===== config.mk =====
export PLATFORM = sky130hd
export DESIGN_NAME = windowed_event_counter
export DESIGN_NICKNAME = d
export VERILOG_FILES = /design/src/rtl/windowed_event_counter.sv
export SDC_FILE = /design/constraint.sdc
export NUM_CORES = 1
export LEC_CHECK = 0
export CORE_AREA = 2 2 212 214
export CTS_BUF_LIST = sky130_fd_sc_hd__clkbuf_16
export DETAILED_ROUTE_END_ITERATION = 7
export DIE_AREA = 0 0 214 216
export PLACE_DENSITY = 0.76
export SLEW_MARGIN = 20
export SYNTH_ARGS = -nofsm -noshare
export SYNTH_HDL_FRONTEND = slang
export SYNTH_SLANG_ARGS = --single-unit

===== constraint.sdc =====
create_clock -name clk -period 26.5 [get_ports clk]
set_input_delay 6.625 -clock clk [delete_from_list [all_inputs] [get_ports clk]]
set_output_delay 6.625 -clock clk [all_outputs]
set_load 0.01 [all_outputs]

===== src/rtl/windowed_event_counter.sv =====
// Multi-channel event counter: free-running totals plus per-window snapshots streamed one channel per beat.
// Define EVENT_COUNTER_SATURATE_EN to make all counters saturate at 2^WIDTH-1 instead of wrapping.
module windowed_event_counter #(
  parameter  int NCOUNTERS    = 3,
  parameter  int WIDTH        = 48,
  parameter  int PERIOD_WIDTH = 32,
  localparam int CW           = (NCOUNTERS > 1) ? $clog2(NCOUNTERS) : 1
) (
  input  logic                       clk,
  input  logic                       rst,
  input  logic [NCOUNTERS-1:0]       signal,
  input  logic [NCOUNTERS-1:0]       load,
  input  logic [PERIOD_WIDTH-1:0]    period,
  output logic [NCOUNTERS*WIDTH-1:0] counters,
  output logic [WIDTH-1:0]           out_data,
  output logic [CW-1:0]              out_chan,
  output logic                       out_valid,
  output logic                       out_last,
  input  logic                       out_ready,
  output logic                       overrun
);

  typedef enum logic {
    S_IDLE,
    S_STREAM
  } state_t;

  localparam logic [CW-1:0] LAST_CHAN = CW'(NCOUNTERS - 1);

  state_t                  r_state;
  state_t                  w_state_nxt;
  logic [PERIOD_WIDTH-1:0] r_wcnt;
  logic [WIDTH-1:0]        r_total  [NCOUNTERS];
  logic [WIDTH-1:0]        r_wc     [NCOUNTERS];
  logic [WIDTH-1:0]        r_snap   [NCOUNTERS];
  logic [WIDTH-1:0]        w_wc_inc [NCOUNTERS];
  logic [CW-1:0]           r_chan;
  logic                    r_overrun;

  logic w_win_en;
  logic w_tick;
  logic w_streaming;
  logic w_fire;
  logic w_last_hs;
  logic w_capture;
  logic w_drop;

  function automatic logic [WIDTH-1:0] f_inc(input logic [WIDTH-1:0] v, input logic en);
`ifdef EVENT_COUNTER_SATURATE_EN
    f_inc = (en && (v != '1)) ? v + WIDTH'(1) : v;
`else
    f_inc = en ? v + WIDTH'(1) : v;
`endif
  endfunction

  // A period lowered below the current count still ticks, because the compare is >= not ==.
  assign w_win_en    = (period != '0);
  assign w_tick      = w_win_en && (r_wcnt >= period - PERIOD_WIDTH'(1));
  assign w_streaming = (r_state == S_STREAM);
  assign w_fire      = w_streaming && out_ready;
  assign w_last_hs   = w_fire && (r_chan == LAST_CHAN);
  assign w_capture   = w_tick && (!w_streaming || w_last_hs);
  assign w_drop      = w_tick && w_streaming && !w_last_hs;

  always_comb begin
    for (int i = 0; i < NCOUNTERS; i++) begin
      w_wc_inc[i] = f_inc(r_wc[i], signal[i]);
    end
  end

  for (genvar g = 0; g < NCOUNTERS; g++) begin : g_counters
    assign counters[g*WIDTH +: WIDTH] = r_total[g];
  end

  always_ff @(posedge clk or posedge rst) begin
    if (rst) begin
      r_state <= S_IDLE;
    end else begin
      r_state <= w_state_nxt;
    end
  end

  always_comb begin
    // NOTE: the default assignment comes first so no branch can leave w_state_nxt unassigned and infer a latch.
    w_state_nxt = r_state;
    case (r_state)
      S_IDLE:   if (w_tick) w_state_nxt = S_STREAM;
      S_STREAM: if (w_last_hs && !w_tick) w_state_nxt = S_IDLE;
      default:  w_state_nxt = S_IDLE;
    endcase
  end

  always_comb begin
    out_valid = w_streaming;
    out_chan  = r_chan;
    out_last  = w_streaming && (r_chan == LAST_CHAN);
    out_data  = w_streaming ? r_snap[r_chan] : '0;
    overrun   = r_overrun;
  end

  always_ff @(posedge clk or posedge rst) begin
    if (rst) begin
      r_wcnt    <= '0;
      r_chan    <= '0;
      r_overrun <= 1'b0;
      // NOTE: these arrays are plain flop banks, so they take the async reset like every other register.
      for (int i = 0; i < NCOUNTERS; i++) begin
        r_total[i] <= '0;
        r_wc[i]    <= '0;
        r_snap[i]  <= '0;
      end
    end else begin
      // NOTE: non-blocking assignments so every flop samples pre-edge values regardless of statement order.
      r_overrun <= w_drop;

      if (!w_win_en || w_tick) begin
        r_wcnt <= '0;
      end else begin
        r_wcnt <= r_wcnt + PERIOD_WIDTH'(1);
      end

      for (int i = 0; i < NCOUNTERS; i++) begin
        if (load[i]) begin
          r_total[i] <= '0;
        end else begin
          r_total[i] <= f_inc(r_total[i], signal[i]);
        end

        // The tick-cycle event lands in the snapshot, not in the next window.
        if (!w_win_en || w_tick) begin
          r_wc[i] <= '0;
        end else begin
          r_wc[i] <= w_wc_inc[i];
        end

        if (w_capture) begin
          r_snap[i] <= w_wc_inc[i];
        end
      end

      if (w_capture || w_last_hs) begin
        r_chan <= '0;
      end else if (w_fire) begin
        r_chan <= r_chan + CW'(1);
      end
    end
  end

endmodule


### Word-level counts from Yosys, hierarchy flattened

Cells that the tools add are included.

* register bits: 468
* latch bits: 0
* RAM bits: 0
* ROM bits: 0
* bits of input ports: 41
* output and inout port bits: 197
* word-level logic and storage cells: 69
* memories kept: 0

* add/subtract/negate cells: 9
* multipliers: 0
* div/mod/pow operators: 0
* order comparisons: 2
* equality and inequality tests: 1
* shift-type cells: 0
* multiplexer cells: 22
* bitwise operators: 2
* reduce and logical (&&, ||, !) cells: 20

Operators with widths (count)
* 48-bit two-way mux: 15
* 48-bit by 1-bit adder with 48-bit output, second input constant: 6
* 48-bit binary-select mux with 2-bit select: 1
* 32-bit by 1-bit adder with 32-bit output, second input constant: 1
* 32-bit >= comparator: 1
* 32-bit two-way mux: 1
* 32-bit nonzero test: 1
* 32-bit by 1-bit subtractor with 32-bit output, second input constant: 1
* 1-bit logical AND: 8
* 2-bit nonzero test: 4
* 1-bit logical NOT: 4
* 2-bit two-way mux: 2
* 3-bit >= comparator, second input constant: 1
* 1-bit logical OR: 3
* 2-bit NOT with 3-bit output: 1
* 2-bit by 1-bit adder with 2-bit output, second input constant: 1
* 2-bit == test, second input constant: 1
* 1-bit two-way mux: 2
* 1-bit one-hot mux with 2 select lines: 1
* 1-bit NOT: 1

### Depth between registers and ports, before layout

Gate-level depths: netlist (run 1).

* word-level depth: 7
* depth in mapped cells: 17
* mapped depth without buffers: 14

### Least setup slack after synthesis (run 1)

No wires, ideal clock.

* path kind: input to register
* start: input period[13]
* end: register r_wcnt[14]
* setup time: 73 ps
* arrival time: 10089 ps
* required time: 26427 ps
* setup slack: 16338 ps
* stages: 16
* buffers on the path: 3
* cell sequence: or4_4 or3_4 nor4b_4 nand3_1 nor4_1 xnor2_1 ha_1 nand4_1 nor2_1 a221oi_1 o211ai_1 or3b_1 buf_2 buf_4 buf_4 nor2_1

* cells in the longest elaborated chain, start to end: 5
* elaborated cells between the ends (all ways): 7
* those cells by class: add/sub (1); order compare (1); mux (1); reduce/logical (4)

RTL lines
* from (decl): RTL line 13 `input logic [PERIOD_WIDTH-1:0] period,`
* 32-bit by 1-bit subtractor with 32-bit output: RTL line 58 `assign w_tick = w_win_en && (r_wcnt >= period - PERIOD_WIDTH'(1));`
* 32-bit >= comparator: RTL line 58
* 1-bit logical AND: RTL line 58
* 1-bit logical OR (*): RTL line 116 `if (!w_win_en || w_tick) begin`
* 32-bit two-way mux (*): RTL line 116
* to (signal assigned): RTL line 119 `r_wcnt <= r_wcnt + PERIOD_WIDTH'(1);`
* to (decl): RTL line 32 `logic [PERIOD_WIDTH-1:0] r_wcnt;`

Mark *: on every way between the ends. The rest lies on a longest branch, timed or not.
A chain may end at the register's enable or synchronous reset.

### Worst setup path in the final report (run 1)

* start: input period[6]
* end: register r_wc[36] (netlist name)

* cells in the longest elaborated chain, start to end: 5
* elaborated cells between the ends (all ways): 7
* those cells by class: add/sub (1); order compare (1); mux (1); reduce/logical (4)

RTL lines
* 32-bit by 1-bit subtractor with 32-bit output: RTL line 58
* 32-bit >= comparator: RTL line 58
* 1-bit logical AND: RTL line 58
* 1-bit logical OR (*): RTL line 130 `if (!w_win_en || w_tick) begin`
* 48-bit two-way mux (*): RTL line 130
* to (signal, indexed assignment): RTL line 133 `r_wc[i] <= w_wc_inc[i];`
* to (decl): RTL line 34 `logic [WIDTH-1:0] r_wc [NCOUNTERS];`

Marked as above.

==> results of run 1 <==
## kinds of logic after synthesis
group,count (synthesis)
simple gates,1020
flops,468
xor+xnor,325
buf+inv,259
mux,199
compound gates,109
fa+ha+maj,42
## final cells by class
type	instances	area, um^2	share of cell area
clock inverter	41	436.7	0.01539
inverter	167	634.4	0.02236
timing repair buffer	254	2581	0.09099
clock buffer	50	1251	0.04411
sequential	468	11720	0.4130
tap	592	740.7	0.02611
multi-input combinational	1695	11010	0.3881
## per-layer routing
| metal | vias up | share of wire | wire length, um | GRT usage |
|---|---|---|---|---|
| met1 | 8848 | 0.44 | 24370 | 0.3198 |
| met4 | 2 | 0.032 | 1760 | 0.08765 |
| li1 | 8498 | - | - | - |
| met5 | - | 0.00024 | 13 | 0 |
| met2 | 397 | 0.48 | 26430 | 0.3919 |
| met3 | 123 | 0.047 | 2566 | 0.04130 |
## where the power goes
part	leakage, nW	switching, mW	internal, mW
sequential	6.27	0.0330	0.749
combinational	6.45	0.135	0.0882
clock	0.867	0.285	0.438
total	13.6	0.454	1.27
## state kept, by name, indices dropped and copies added, names as in the netlist
name / cells
r_wc: 144
r_wcnt: 32
counters: 144
overrun: 1
out_valid: 1
r_snap: 144
out_chan: 2
## per-stage QoR
step,total power [mW],utilization,std cells,hold WS (ns),cell area (um^2)
final,1.729,0.6472,3267,0.5182,28370
after global routing,1.803,0.6472,3267,0.5375,28370
after CTS,1.741,0.6452,3264,0.5231,28280
after detailed placement,1.015,0.6067,3173,0.5138,26600
after global placement,1.007,0.6067,3173,0.5081,26600
after floorplan,0.9391,-,2422,0.4692,23930
## critical path: stages
cell and delay [ns]:
clkdlybuf4s50_1 0.50, or4_1 0.60, nor3_1 0.44, nor4b_4 0.38, nand3_1 0.24, nor4_1 0.31, xnor2_1 0.11, ha_1 0.33
nand4_1 0.15, nor4_1 0.42, nand2_1 0.10, a31oi_1 0.33, or3b_4 0.19, buf_4 0.79, buf_4 0.81, nor2_1 0.13
## synthesized netlist by cell type, types with 2 or more instances
library cell	count	area [um^2]
nor4_1	21	131.4
nor2_1	403	1513
xor2_1	207	1813
or3_1	20	125.1
o21ai_0	23	115.1
buf_1	7	26.28
buf_4	13	97.59
and3_1	65	406.6
nand4_1	86	538.0
mux2i_1	198	1982
and2_1	23	143.9
clkbuf_1	46	172.7
and4b_1	2	20.02
ha_1	42	525.5
inv_1	167	626.9
dfrtp_1	468	11710
xnor2_1	118	1033
nand3_1	121	605.6
buf_2	7	35.03
nor3_1	43	215.2
buf_12	7	140.1
buf_6	12	135.1
a21oi_1	75	375.4
or4_1	5	37.54
and4_1	39	341.6
nand2_1	128	480.5
nor4b_4	2	47.55
nor2b_1	51	319.1
## worst max path at each step
stage | from | to | cells past startpoint
6_report | period[6] | r_wc[36]$_DFF_PP0_ | 16
5_1_grt | period[6] | r_wc[76]$_DFF_PP0_ | 16
4_1_cts | period[6] | r_wc[36]$_DFF_PP0_ | 16
3_5_place_dp | period[6] | r_wc[117]$_DFF_PP0_ | 16
3_3_place_gp | period[6] | r_wc[47]$_DFF_PP0_ | 16
2_1_floorplan | rst | counters[0]$_DFFE_PP0P_ | 1
==> reports/metrics.csv, run 1 <==
metric,value,unit
grt_max_degree,195,
path_class,in -> reg,
die_y,216,um
cts_buffer_depth,3,
drv_slew,0,
period_share,0.4581,
cap_violations,0,
final_cell_mix,"dfrtp_1, nor2_1, clkdlybuf4s50_1",
cts.sinks,468,
postCtsSetupBuffers,0,
clk-insertion-delay-late,0.59,ns
clk_pin_slew_worst_paths,0.06,ns
gr-total-overflow,0,
synth_xor_area_frac,0.1190,
r2r_setup_slack,22.25,ns
synthFlopType,dfrtp_1,
die_w,214,um
ys_ff_latch,468,
dr_total_vias,17868,
worstMarginPinSlew,1.159,ns
seq_area_frac_synth,0.4894,
holdPathEnd,r_snap[103]$_DFFE_PP0P_,
diodes,0,
drt_wl_total,55140,um
drive_gt1_frac,0.03776,
finalClockSkew,0.02008,ns
grt_antenna_before_repair,1,
fill_cells,3455,
power.density,60.93,mW/mm^2
hold_viol,0,
ys_types,51,
core_area,0.04384,mm^2
r2r_end,r_wc[36]$_DFF_PP0_,
synthCells,2422,
hold_depth,2,
place_congestion,0.8792,
drt_iter0_markers,1266,
vias_per_cell,5.469,
timing.setup.tns,0,ns
rr_worst_depth,9,
muxShareOfSynthArea,0.08329,
syn-mean-instance-area,9.880,um^2
fin_ws,14.36,ns
p_leak,13.59,nW
synth_area,0.02393,mm^2
cts_root_buf,clkbuf_16,
grt_util_all_layers,0.2388,
synth_nets,2505,
cts-buffers-inserted,49,
cts_resized,0,
grt_pass1_wl,91540,um
min_path_type,reg -> reg,
ir_worst_vdd,0.04554,mV
yosysWarningCount,0,
fmax,82.37,MHz
htreeDepth,2,
dieArea,0.04622,mm^2
pre_cts_ws,13.85,ns
areaGrowthSynthToFinish,18.55,%
rows,77,
synth_compound_area_frac,0.02437,
io_pins,238,
tritoncts,done,
timing.rr.start,r_wcnt[9]$_DFF_PP0_,
rsz0062_at_grt,false,
hold_buffers,0,
critPathMaxFanout,97,
start_kind,input port,
start_util,0.5459,
layout_commonest_cell,dfrtp_1,
cp-end-kind,flop,
synth_top_family_by_area,simple AND/OR/NAND/NOR gates,
first_global_vias,18155,
max_slew_margin,0.2270,
fin_crit,12.14,ns
final_nets,2718,
synthAdderAreaFrac,0.02196,
drc,0,
synthArstFlopShare,1.000,
portBuffers,237,
outcome,"complete, no violations",
ant_nets,0,
worst_ep_arrival_time,12.57,ns
critPathRequiredTime,26.93,ns
synth_edf_count,0,
wire_per_inst,16.88,um
hpwlAfterDp,36850,um
hold_start,r_snap[103]$_DFFE_PP0P_,
setup_viol,0,
drt_pass1_iterations,5,
synthSimpleGateAreaFrac,0.2105,
Power figures use the tool's default switching activity.
==> run 2, diff against run 1 <==
--- a/config.mk
+++ b/config.mk
@@ -5,11 +5,11 @@
 export SDC_FILE = /design/constraint.sdc
 export NUM_CORES = 1
 export LEC_CHECK = 0
-export CORE_AREA = 2 2 212 214
+export CORE_AREA = 2 2 218 220
 export CTS_BUF_LIST = sky130_fd_sc_hd__clkbuf_16
 export DETAILED_ROUTE_END_ITERATION = 7
-export DIE_AREA = 0 0 214 216
-export PLACE_DENSITY = 0.76
+export DIE_AREA = 0 0 220 222
+export PLACE_DENSITY = 0.75
 export SLEW_MARGIN = 20
 export SYNTH_ARGS = -nofsm -noshare
 export SYNTH_HDL_FRONTEND = slang
==> constraint.sdc (replaced) <==
create_clock -name clk -period 10.9 [get_ports clk]
set_input_delay 2.725 -clock clk [delete_from_list [all_inputs] [get_ports clk]]
set_output_delay 2.725 -clock clk [all_outputs]
set_load 0.01 [all_outputs]
==> run 2 against run 1 <==
  * Critical path depth shrank 1
  * Critical path type unchanged
  * Sequential share of layout area is 0.17 points higher
  * Worst hold slack gained 0.0020 ns
  * Flip-flop and latch count is the same
  * Die area is 5.7% higher
  * Highest routed layer unchanged
  * Cell count up 0.34%
  * Design area down 0.38%
==> reports/metrics.csv, run 2 (synthesized netlist as in run 1, its figures left out) <==
metric,value,unit
outcome,"complete, no violations",
rows,79,
dieArea,0.04884,mm^2
crit_chain,"clkdlybuf4s50_1, or4_1, nor3_1, nor4b_4, nand3_1, nor4_1, xnor2_1, ha_1, nand4_1, nor2_1, a221oi_1, o211ai_1, o211ai_4, buf_12, mux2i_1",
ant_nets,0,
drt_iter0_markers,1134,
period_share,0.6656,
die_y,222,um
path_class,in -> reg,
layout_commonest_cell,dfrtp_1,
drive_gt1_frac,0.03856,
drt_wl_total,55870,um
hold_viol,0,
worstMarginPinSlew,1.247,ns
fin_crit,7.255,ns
hold_buffers,0,
ir_worst_vdd,0.1047,mV
min_path_type,reg -> reg,
drt_pass1_iterations,5,
power.density,146.5,mW/mm^2
fin_util,0.6109,
grt_util_all_layers,0.2316,
cts_buffer_depth,3,
gr-total-overflow,0,
portBuffers,237,
max_slew_margin,0.1686,
crit_family,simple AND/OR/NAND/NOR gates,
tritoncts,done,
vias_per_cell,5.415,
clk_pin_slew_worst_paths,0.06,ns
start_kind,input port,
crit_slowest_cell,or4_1,
fmax,137.8,MHz
critPathMaxFanout,144,
place_congestion,0.8677,
cp-end-kind,flop,
wire_per_inst,17.04,um
finalClockSkew,0.02097,ns
clk-insertion-delay-late,0.59,ns
htreeDepth,2,
dr_total_vias,17751,
core_area,0.04626,mm^2
start_util,0.5173,
io_pins,238,
cts_resized,0,
slowest_delay,0.61,ns
fin_ws,3.645,ns
cts-buffers-inserted,49,
cts_root_buf,clkbuf_16,
die_w,220,um
drv_slew,0,
cap_violations,0,
rsz0062_at_grt,false,
grt_max_degree,177,
path_buf_inv,2,
drc,0,
first_global_vias,18188,
final_nets,2715,
p_leak,13.51,nW
power,4.141,mW
postCtsSetupBuffers,0,
diodes,0,
critPathRequiredTime,11.38,ns
final_cell_mix,"dfrtp_1, nor2_1, clkdlybuf4s50_1",
cts.sinks,468,
grt_antenna_before_repair,1,
timing.setup.tns,0,ns
areaGrowthSynthToFinish,18.10,%
setup_viol,0,
hpwlAfterDp,37510,um
pre_cts_ws,3.209,ns
grt_pass1_wl,92360,um
worst_ep_arrival_time,7.74,ns
## run 2: final cells by class
type | count | area [um^2]
clock buffers | 49 | 1226
clock inverters | 41 | 395.4
flip-flops and latches | 468 | 11720
repair buffers | 251 | 2522
multi-input cells | 1695 | 11010
inverters | 167 | 630.6
well taps | 607 | 759.5
fillers | 3867 | 18000
## run 2: per-layer routing
layer / vias up / track usage / share of wire / wire [um]
li1: 8495 / - / - / -
met1: 8770 / 0.3114 / 0.44 / 24490
met2: 374 / 0.3793 / 0.48 / 27060
met3: 110 / 0.04431 / 0.048 / 2674
met4: 2 / 0.07166 / 0.029 / 1630
met5: - / 0 / 0.00020 / 11
## run 2: worst min-delay path, delay by kind of cell, from the launching register on
kind	cells	cell delay (ns)
flops	1	0.37
buf+inv	1	0.05
mux	1	0.05
## run 2: report_power, final
part           total, mW  leakage [nW]  switching (mW)  internal [mW]
registers           1.92          6.27           0.102           1.82
clock network       1.71         0.824           0.701           1.01
logic              0.511          6.42           0.306          0.205
total               4.14          13.5            1.11           3.03
## run 2: worst paths after layout
| kind | startpoint | end | slack [ns] | cells past startpoint |
|---|---|---|---|---|
| min in group asynchronous | rst | counters[80]$_DFFE_PP0P_ | 2.80 | 3 |
| max in group asynchronous | rst | out_valid$_DFF_PP0_ | 6.59 | 4 |
| worst max-delay path | period[6] | r_snap[86]$_DFFE_PP0P_ | 3.64 | 15 |
| worst min-delay path | r_snap[110]$_DFFE_PP0P_ | r_snap[110]$_DFFE_PP0P_ | 0.52 | 2 |
| worst min register to register | r_snap[110]$_DFFE_PP0P_ | r_snap[110]$_DFFE_PP0P_ | 0.52 | 2 |
| worst max register to register | r_wcnt[12]$_DFF_PP0_ | r_snap[86]$_DFFE_PP0P_ | 7.54 | 8 |
## run 2: stage by stage
step	cell area (um^2)	cells	hold slack [ns]
floorplan	23930	2422	0.4692
global placement	26620	3188	0.5066
detailed placement	26620	3188	0.5135
CTS	28240	3278	0.5230
global route	28260	3278	0.5327
finish	28260	3278	0.5202
